[src/rtl/dispatch_ctrl_pkg.sv]
// Shared definitions for the dispatch stage: reservation-station bit positions
// inside the one-hot rs_dest/rs_we/rs_full vectors, and the stage FSM encoding.
package dispatch_ctrl_pkg;

    // Bit index of each reservation station in the one-hot vectors (MSB..LSB).
    localparam int unsigned RS_ALU = 3;
    localparam int unsigned RS_BR  = 2;
    localparam int unsigned RS_LSU = 1;
    localparam int unsigned RS_FPU = 0;

    localparam int unsigned STATE_W = 2;

    typedef enum logic [STATE_W-1:0] {
        EMPTY = 2'd0,
        FULL  = 2'd1,
        HALT  = 2'd2
    } dispatch_state_t;

endpackage

[src/rtl/dispatch_ctrl_sat_counter.sv]
// Saturating up-counter: increments by one when inc is high, holds at all-ones.
// Ports: clk, rst_n (async active-low), inc (increment request), count (value).
module sat_counter #(
    parameter int unsigned CNT_W = 32
) (
    input  logic             clk,
    input  logic             rst_n,
    input  logic             inc,
    output logic [CNT_W-1:0] count
);

    // Hold at all-ones instead of wrapping back to zero.
    always_ff @(posedge clk or negedge rst_n) begin
        if (!rst_n) begin
            count <= '0;
        end else if (inc && (count != {CNT_W{1'b1}})) begin
            count <= count + CNT_W'(1);
        end
    end

endmodule

[src/rtl/dispatch_ctrl.sv]
// Single-issue dispatch stage controller. Holds one instruction from the
// instruction queue, presents it to decode, and fires it into the ROB and the
// one-hot target reservation station once both have room. Illegal opcodes are
// dispatched as ROB exceptions and halt the stage until a flush.
// Ports:
//   clk, rst_n                     clock, async active-low reset
//   iq_valid/iq_pc/iq_inst/iq_ready  instruction queue handshake
//   dc_pc/dc_inst                  registered instruction driven to decode
//   dc_rs_dest                     one-hot target RS from decode (0 = illegal)
//   rob_ready/rob_we/rob_exc       ROB allocation
//   rs_we/rs_full                  reservation station write / full flags
//   flush                          synchronous pipeline flush
//   halted                         stage is in HALT
//   cnt_disp/cnt_stall_rob/cnt_stall_rs  saturating performance counters
module dispatch_ctrl
    import dispatch_ctrl_pkg::*;
#(
    parameter int unsigned CNT_W = 32,
    parameter int unsigned N_RS  = 4
) (
    input  logic             clk,
    input  logic             rst_n,
    input  logic             iq_valid,
    input  logic [31:0]      iq_pc,
    input  logic [31:0]      iq_inst,
    output logic             iq_ready,
    output logic [31:0]      dc_pc,
    output logic [31:0]      dc_inst,
    input  logic [N_RS-1:0]  dc_rs_dest,
    input  logic             rob_ready,
    output logic             rob_we,
    output logic             rob_exc,
    output logic [N_RS-1:0]  rs_we,
    input  logic [N_RS-1:0]  rs_full,
    input  logic             flush,
    output logic             halted,
    output logic [CNT_W-1:0] cnt_disp,
    output logic [CNT_W-1:0] cnt_stall_rob,
    output logic [CNT_W-1:0] cnt_stall_rs
);

    dispatch_state_t state;
    dispatch_state_t state_nxt;

    logic illegal;
    logic rs_ok;
    logic fire;
    logic take;
    logic inc_disp;
    logic inc_stall_rob;
    logic inc_stall_rs;

    // Only the targeted station's full flag matters; illegal ops need no RS.
    assign illegal = (dc_rs_dest == '0);
    assign rs_ok   = illegal | (|(dc_rs_dest & ~rs_full));

    // State register.
    always_ff @(posedge clk or negedge rst_n) begin
        if (!rst_n) begin
            state <= EMPTY;
        end else begin
            state <= state_nxt;
        end
    end

    // Next state and handshake outputs; everything is forced low during reset.
    always_comb begin
        state_nxt     = state;
        fire          = 1'b0;
        take          = 1'b0;
        iq_ready      = 1'b0;
        rob_we        = 1'b0;
        rob_exc       = 1'b0;
        rs_we         = '0;
        halted        = 1'b0;
        inc_disp      = 1'b0;
        inc_stall_rob = 1'b0;
        inc_stall_rs  = 1'b0;

        if (rst_n) begin
            fire     = (state == FULL) & rob_ready & rs_ok & ~flush;
            iq_ready = ~flush & ((state == EMPTY) | ((state == FULL) & fire & ~illegal));
            take     = iq_valid & iq_ready;
            rob_we   = fire;
            rob_exc  = fire & illegal;
            rs_we    = (fire & ~illegal) ? dc_rs_dest : '0;
            halted   = (state == HALT);

            inc_disp      = fire;
            // ROB-full wins, so the two stall counters never step together.
            inc_stall_rob = (state == FULL) & ~rob_ready & ~flush;
            inc_stall_rs  = (state == FULL) & rob_ready & ~rs_ok & ~flush;

            unique case (state)
                EMPTY: begin
                    if (take) begin
                        state_nxt = FULL;
                    end
                end
                FULL: begin
                    if (fire) begin
                        if (illegal) begin
                            state_nxt = HALT;
                        end else if (take) begin
                            state_nxt = FULL;
                        end else begin
                            state_nxt = EMPTY;
                        end
                    end
                end
                HALT: begin
                    state_nxt = HALT;
                end
                default: begin
                    state_nxt = EMPTY;
                end
            endcase

            if (flush) begin
                state_nxt = EMPTY;
            end
        end
    end

    // Stage register; contents are stale (don't-care) once the stage is EMPTY.
    always_ff @(posedge clk or negedge rst_n) begin
        if (!rst_n) begin
            dc_pc   <= '0;
            dc_inst <= '0;
        end else if (take) begin
            dc_pc   <= iq_pc;
            dc_inst <= iq_inst;
        end
    end

    sat_counter #(.CNT_W(CNT_W)) u_cnt_disp (
        .clk   (clk),
        .rst_n (rst_n),
        .inc   (inc_disp),
        .count (cnt_disp)
    );

    sat_counter #(.CNT_W(CNT_W)) u_cnt_stall_rob (
        .clk   (clk),
        .rst_n (rst_n),
        .inc   (inc_stall_rob),
        .count (cnt_stall_rob)
    );

    sat_counter #(.CNT_W(CNT_W)) u_cnt_stall_rs (
        .clk   (clk),
        .rst_n (rst_n),
        .inc   (inc_stall_rs),
        .count (cnt_stall_rs)
    );

endmodule

[config.mk]
export PLATFORM = sky130hd
export DESIGN_NAME = dispatch_ctrl
export DESIGN_NICKNAME = d
export VERILOG_FILES = /design/src/rtl/dispatch_ctrl_pkg.sv /design/src/rtl/dispatch_ctrl_sat_counter.sv /design/src/rtl/dispatch_ctrl.sv
export SDC_FILE = /design/constraint.sdc
export NUM_CORES = 1
export LEC_CHECK = 0
export ABC_AREA = 1
export CAP_MARGIN = 15
export CORE_ASPECT_RATIO = 1.2
export CORE_MARGIN = 2
export CORE_UTILIZATION = 40
export DETAILED_ROUTE_END_ITERATION = 6
export PLACE_DENSITY_LB_ADDON = 0.05
export SLEW_MARGIN = 20
export SYNTH_ARGS = -nofsm -noshare
export SYNTH_HDL_FRONTEND = slang
export SYNTH_SLANG_ARGS = --single-unit
[constraint.sdc]
create_clock -name clk -period 2.4 [get_ports clk]
set_clock_uncertainty 0.1 [all_clocks]
set_input_delay 0.24 -clock clk [delete_from_list [all_inputs] [get_ports clk]]
set_output_delay 0.24 -clock clk [all_outputs]
set_load 0.03 [all_outputs]
**Word-level counts from Yosys, hierarchy flattened**

Cells that the tools add are included.

- Register bits: 162
- Input port bits: 77
- Output and inout port bits: 168

- $add $sub $neg: 3
- Eq/ne operators: 7
- Muxes and demuxes: 15
- Bitwise operators: 21
- Reduce and logical (&&, ||, !) cells: 7

Operator list:

| kind | count |
|---|---|
| 32-bit by 1-bit adder with 32-bit output, second input constant | 3 |
| 32-bit != test, second input constant | 3 |
| 1-bit AND | 13 |
| 1-bit two-way mux | 8 |
| 2-bit two-way mux | 4 |
| 4-bit two-way mux | 2 |
| 2-bit case mux with 3 select lines | 1 |
| 4-bit AND | 1 |
| 4-bit logical NOT | 1 |
| 1-bit NOT | 4 |
| 4-bit NOT | 1 |
| 4-bit OR reduction | 1 |
| 1-bit logical AND | 3 |
| 3-bit by 2-bit != test with 1-bit output, second input constant | 1 |
| 3-bit != test, second input constant | 1 |
| 3-bit AND reduction | 1 |
| 2-bit by 1-bit equality test with 1-bit output, second input constant | 1 |
| 2-bit equality test, second input constant | 1 |
| 2-bit logical NOT | 1 |
| 1-bit bitwise OR | 2 |

**Logic depth before layout (Yosys ltp)**

Gate-level depths: netlist of run 1.

- Depth after elaboration: 16
- Mapped depth: 12
- Gate-level depth less buffers: 11

**By module**

Synthesis of run 1 repeated with hierarchy kept, for this count alone.

- Cell total of the unflattened synthesis: 1340
- Area, all modules: 9524.1 um2

Modules (own cells, without submodules):

| module | times used | cells an instance | area an instance (um2) |
|---|---|---|---|
| sat_counter | 3 | 333 | 2190.9 |
| dispatch_ctrl | 1 | 341 | 2951.6 |

**Worst setup path after synthesis of run 1**

Ideal clock, no wire load.

- Path type: reg-to-reg
- From: register u_cnt_stall_rs.count[0]
- To: register u_cnt_stall_rs.count[26]
- Setup time: 0.117 ns
- Arrival: 1.854 ns
- Required time: 2.183 ns
- Setup slack: 0.329 ns
- Cell stages (with the launch flop): 12
- Clock period less this slack: 2.071 ns
- Cells stage by stage: dfrtp_1 ha_1 nand3_2 inv_2 nand2_1 nor2_2 nand2_1 nand2_2 inv_2 buf_4 nand2_1 nand2_1

- Longest elaborated chain between the ends: 2

RTL lines:

| item | line | source |
|---|---|---|
| from (decl) | dispatch_ctrl_sat_counter.sv:9 | `output logic [CNT_W-1:0] count` |
| from (signal assigned) | dispatch_ctrl_sat_counter.sv:17 | `count <= count + CNT_W'(1);` |
| branches (longest 2 deep; another with 32-bit by 1-bit adder with 32-bit output) | -- |  |

Several ways; the timed one is not identified.
A chain may end at the register's enable or synchronous reset.

**Worst setup path after layout of run 1**

- From: input rst_n
- To: output halted

- Longest elaborated chain between the ends: 1

RTL lines:

| item | line | source |
|---|---|---|
| from (decl) | dispatch_ctrl.sv:22 | `input logic rst_n,` |
| 1-bit two-way mux | dispatch_ctrl.sv:80 | `if (rst_n) begin` |
| to (decl) | dispatch_ctrl.sv:36 | `output logic halted,` |

No other way between the ends.

==> results of run 1 <==
[cell usage in the layout (no fill, tap or decap)]
| master | Yosys | layout |
|---|---|---|
| nand3_2 | 3 | 4 |
| o21ai_0 | 30 | 30 |
| inv_8 | 0 | 5 |
| diode_2 | 0 | 4 |
| nand2_2 | 3 | 4 |
| nand4_1 | 71 | 71 |
| nand2_1 | 647 | 646 |
| a21oi_1 | 2 | 2 |
| ha_1 | 3 | 3 |
| buf_8 | 0 | 1 |
| nand3b_1 | 25 | 25 |
| clkbuf_16 | 0 | 17 |
| clkinv_2 | 0 | 2 |
| or2_2 | 1 | 1 |
| inv_2 | 7 | 7 |
| inv_6 | 0 | 6 |
| nor2_1 | 131 | 131 |
| buf_2 | 23 | 1 |
| dlygate4sd3_1 | 0 | 1 |
| nand3_1 | 31 | 30 |
| xnor2_1 | 24 | 24 |
| buf_4 | 2 | 26 |
| nor3_1 | 33 | 33 |
| dfrtp_1 | 162 | 162 |
| nor2_2 | 3 | 3 |
| clkdlybuf4s50_1 | 0 | 235 |
| clkinv_4 | 0 | 2 |
| xor2_1 | 22 | 22 |
| inv_1 | 78 | 78 |
| buf_12 | 0 | 7 |
[per-stage QoR]
stage / hold slack, ns / util (%) / setup WS, ns
after CTS: 0.0869 / 55.9 / 0.167
after floorplan: -0.156 / - / 0.329
after detailed placement: -0.0513 / 53.4 / 0.137
after global placement: -0.0477 / 53.4 / 0.160
after global routing: 0.0914 / 56.0 / 0.0504
final: 0.0992 / 56.0 / 0.170
[cells by family (layout without fill, tap and decap cells)]
logic type      Yosys count  count (layout)
compound gates           32              32
xor+xnor                 46              46
fa+ha+maj                 3               3
buf+inv                 130             388
flops                   162             162
other cells               0               4
simple gates            948             948
[repair_timing]
item / in CTS / in global routing
gates resized for setup: 0 / 0
hold buffers: 1 / 0
hold endpoints to repair: 114 / 0
[power by group]
group          switching (mW)  internal, mW  total [mW]
Clock                    1.28          1.38        2.66
Combinational            1.85          1.23        3.08
Sequential              0.406          3.19        3.60
[per-layer routing]
layer | vias up | global-route usage [%]
met5 | - | 0
met4 | 0 | 8.91
met3 | 44 | 6.52
met2 | 221 | 39.5
met1 | 4145 | 28.4
li1 | 4653 | -
[path summary, 6_finish.rpt]
kind / slack, ns / start / to
min in group clk: 0.24 / iq_valid / dc_inst[26]
max in group asynchronous: 0.83 / rst_n / u_cnt_disp.count[21]
hold / removal: 0.1 / rst_n / state[1]
setup reg to reg: 0.25 / u_cnt_disp.count[1] / u_cnt_disp.count[14]
setup / recovery: 0.17 / rst_n / halted
hold reg to reg: 0.37 / dc_inst[5] / dc_inst[5]
[area by class of cell]
cell class              count  area share, %
diodes                      4         0.0797
flip-flops and latches    162           32.3
well taps                 279           2.78
multi-input cells        1029           36.2
clock buffers              17           3.39
repair buffers            271           21.6
clock inverters            15           1.09
inverters                  85           2.54
[state kept, by name, indices dropped and copies added (netlist names)]
name,count
u_cnt_stall_rs.count,32
dc_inst,32
u_cnt_disp.count,32
u_cnt_stall_rob.count,32
dc_pc,32
state,2
[worst max-delay path, delay by kind of cell]
kind / cells / cell delay (ns)
buffers and inverters: 4 / 1.54
and+or+nand+nor: 1 / 0.10
==> qor.yml, run 1 <==
run_status:
  outcome: "completed"
routing:
  drcViolationCount: 0
  wl_met1_um: 11900
  ant_nets: 0
  dr_total_vias: 9063
  routed_wl_um: 27600
  met3_length_um: 1590
  top_layer: "met4"
  vias_per_cell: 4.87
  wl_per_cell_um: 14.8
  dr_wl_met2_um: 13400
  drtIter0Drc: 482
  dr.pass1.iters: 5
timing:
  min_period_ns: 2.23
  period_share_pct: 92.9
  setup_tns_ns: 0
  tightest_slew_ns: 0.706
  finalHoldViolCount: 0
  max_slew_margin_pct: 52.9
  final_max_slew_viol_count: 0
  rsz0062_at_grt: "false"
  fmaxAchievable_mhz: 448
  setup_viol: 0
floorplan:
  io_pins: 245
  die_area_um2: 24100
  rows: 60
  start_util_pct: 40.8
  die_h_um: 170
  core-area_um2: 22400
  die_w_um: 142
logic_synthesis:
  synthTopCellsByArea: "dfrtp_1, nand2_1, nor2_1"
  yosysMostFrequentCell: "nand2_1"
  synth_top_cell_by_area: "dfrtp_1"
  yosysSeqAreaShare_pct: 44.2
  synth_xor_area_share_pct: 4.40
  syn-num-nets: 1401
  ys_async_sr_fraction_pct: 100
  synthSimpleGateAreaFrac_pct: 43.1
  synth_compound_area_share_pct: 1.75
  synth-edff-count: 0
  netlist_instances: 1321
  syn_avg_cell_area_um2: 6.94
  synth_mux_area_share_pct: 0
  synth_commonest_cells: "nand2_1, dfrtp_1, nor2_1"
  synth.ff_latch_count: 162
  synth_cell_types: 23
  netlist_area_um2: 9160
  yosys.area.top_type_share_pct: 44.2
  ys.flop_type: "dfrtp_1"
  synth_fa_ha_area_share_pct: 0.410
  synth_warnings: 0
  synth_top_family_by_area: "simple AND/OR/NAND/NOR gates"
final_layout:
  fin_area_um2: 12600
  drive_above_1_share_pct: 5.45
  fin_nets: 1646
  synthToLayoutAreaGrowth_pct: 37.1
  nFillCells: 2184
  multi_input_area_um2: 4550
  final_cells: 1862
  regArea_um2: 4050
grt:
  grt_usage_pct: 23.4
  grt_max_degree: 147
  first_global_vias: 8756
  antenna_found_initial: 4
  grt-ovfl-total: 0
  grt_pass1_wl_um: 44700
worst_setup_path:
  reg2regPathDepth: 11
  cp_max_fo: 7
  start_kind: "input port"
  slowest_delay_ns: 0.75
  critPathArrivalTime_ns: 1.89
  critPathSlowestCell: "clkdlybuf4s50_1"
  criticalPathCategory: "input port to output port"
  endpoint_kind: "output port"
  cp.required_ns: 2.06
  worstPathCellList: "dlygate4sd3_1, buf_8, inv_1, nor2_1, clkdlybuf4s50_1"
hold_path:
  hold_path.class: "input port to async pin"
clock_tree:
  cts_root_buf: "clkbuf_16"
  cts_tree: "yes"
  clockBufferDepth: 2
  numCtsBuffers: 17
  post_cts_buffers: 0
  htree_levels: 4
  path_clk_slew_ns: 0.07
  clk_latency_ns: 0.43
  cts.sinks: 162
pwr:
  power_leakage_nw: 5.77
  power.total_mw: 9.34
  peakVddDrop_v: 0.000545
  power.density_nw_per_um2: 743
job:
  drv_cap: 0
place:
  gp_congestion: 0.886
  place_inst: 1825
  place_hpwl_um: 20800
  port_buffers: 244
  place_area_um2: 12000
(Power assumes the default switching activity.)
==> inputs of run 2 (changes only) <==
--- a/config.mk
+++ b/config.mk
@@ -12,6 +12,7 @@
 export CORE_UTILIZATION = 40
 export DETAILED_ROUTE_END_ITERATION = 6
 export PLACE_DENSITY_LB_ADDON = 0.05
+export SKIP_CTS_REPAIR_TIMING = 1
 export SLEW_MARGIN = 20
 export SYNTH_ARGS = -nofsm -noshare
 export SYNTH_HDL_FRONTEND = slang
==> run 2 against run 1 <==
Against the previous run: non-clock buffer count stayed put; core utilization stayed put; via count hardly changed; first-iteration DRC count stayed put; design area stayed put; maximum frequency hardly changed.
==> qor.yml, run 2 (synthesis results as in run 1) <==
timing:
  fmaxAchievable_mhz: 448  # about the same
  period_share_pct: 93.0  # about the same
  max_slew_margin_pct: 52.9  # unchanged
  setup_viol: 0  # unchanged
  rsz0062_at_grt: "false"
  finalHoldViolCount: 0  # unchanged
  min_period_ns: 2.23  # +0.000870 ns
  tightest_slew_ns: 0.706  # -0.000000119 ns
  setup_ws_ns: 0.169  # -0.000870 ns
  setup_tns_ns: 0  # unchanged
  final_max_slew_viol_count: 0  # unchanged
clock_tree:
  cts_root_buf: "clkbuf_16"
  cts_tree: "yes"
  cts.sinks: 162  # unchanged
  clockBufferDepth: 2  # unchanged
  path_clk_slew_ns: 0.07  # about the same
  htree_levels: 4  # unchanged
  numCtsBuffers: 17  # unchanged
  clk_latency_ns: 0.43  # about the same
worst_setup_path:
  worstPathCellList: "dlygate4sd3_1, buf_8, inv_1, nor2_1, clkdlybuf4s50_1"
  start_kind: "input port"
  critPathArrivalTime_ns: 1.89  # about the same
  critPathBufInv: 4  # unchanged
  cp.required_ns: 2.06  # about the same
  criticalPathCategory: "input port to output port"
  rrSetupSlack_ns: 0.25  # about the same
  slowest_delay_ns: 0.75  # about the same
  reg2regPathDepth: 11  # unchanged
  r2r_start: "u_cnt_disp.count[1]"
  r2r_end: "u_cnt_disp.count[14]"
  endpoint_kind: "output port"
  critical_path.top_delay_family: "buffers and inverters"
  crit_path_start: "rst_n"
  cp_max_fo: 7  # unchanged
  critPathSlowestCell: "clkdlybuf4s50_1"
floorplan:
  rows: 60  # unchanged
  die_w_um: 142  # unchanged
  core-area_um2: 22400  # unchanged
  io_pins: 245  # unchanged
  start_util_pct: 40.8  # unchanged
  die_h_um: 170  # unchanged
  die_area_um2: 24100  # unchanged
place:
  place_hpwl_um: 20800  # unchanged
  port_buffers: 244  # unchanged
  place_ws_ns: 0.137  # unchanged
  gp_congestion: 0.886  # unchanged
grt:
  first_global_vias: 8756  # unchanged
  grt_pass1_wl_um: 44700  # unchanged
  grt-ovfl-total: 0  # unchanged
  grt_usage_pct: 23.4  # unchanged
  grt_max_degree: 147  # unchanged
  antenna_found_initial: 4  # unchanged
job:
  drv_cap: 0  # unchanged
routing:
  wl_per_cell_um: 14.8  # about the same
  ant_nets: 0  # unchanged
  dr_total_vias: 9067  # +0.044%
  drtIter0Drc: 482  # unchanged
  dr.pass1.iters: 5  # unchanged
  vias_per_cell: 4.87  # about the same
  routed_wl_um: 27600  # about the same
  drcViolationCount: 0  # unchanged
pwr:
  peakVddDrop_v: 0.000545  # unchanged
  power.total_mw: 9.34  # about the same
  power_leakage_nw: 5.77  # unchanged
  power.density_nw_per_um2: 743  # about the same
hold_path:
  hold_path.class: "input port to async pin"
final_layout:
  regArea_um2: 4050  # unchanged
  synthToLayoutAreaGrowth_pct: 37.1  # unchanged
  drive_above_1_share_pct: 5.45  # unchanged
  nFillCells: 2185  # +0.046%
  most-common-layout-cells: "nand2_1, clkdlybuf4s50_1, dfrtp_1"
  fin_nets: 1646  # unchanged
  multi_input_area_um2: 4550  # unchanged
  final_common_cell: "nand2_1"
run_status:
  outcome: "completed"
-- run 2: how the worst max path moves through the flow --
stage | end | slack [ns] | cells after the start
after global placement | u_cnt_stall_rs.count[8] | 0.16 | 12
after CTS | iq_ready | 0.20 | 6
after detailed placement | dc_pc[29] | 0.14 | 11
after global routing | halted | 0.05 | 5
after floorplan | u_cnt_stall_rs.count[26] | 0.33 | 11
final | halted | 0.17 | 5
-- run 2: where the power goes --
part / leakage (nW) / switching, mW / internal [mW] / total (mW)
clock network: 0.283 / 1.28 / 1.38 / 2.66
registers: 2.12 / 0.406 / 3.19 / 3.60
logic: 3.36 / 1.85 / 1.23 / 3.08
total: 5.77 / 3.54 / 5.80 / 9.34
-- run 2: routing by layer --
| metal | GRT usage, % | part of all wire (%) | up-vias |
|---|---|---|---|
| met5 | 0 | 0 | - |
| met4 | 8.91 | 2.7 | 0 |
| met3 | 6.55 | 5.8 | 44 |
| met2 | 39.5 | 48 | 223 |
| met1 | 28.4 | 43 | 4147 |
| li1 | - | - | 4653 |
-- run 2: stage by stage --
stage                     util, %  hold WS [ns]  std cells  instance area (um2)
after floorplan                 -        -0.156       1321                 9160
after global placement       53.4       -0.0477       1825                12000
after detailed placement     53.4       -0.0513       1825                12000
after CTS                    55.9        -0.516       1857                12500
after global routing         56.0        0.0921       1861                12600
final                        56.0        0.0998       1862                12600
-- run 2: area by class of cell --
class	count	share of cell area [%]
timing repair buffer	271	21.6
tap	279	2.78
multi-input combinational	1029	36.2
clock inverter	15	1.09
clock buffer	17	3.39
antenna	4	0.0797
sequential	162	32.3
inverter	85	2.54
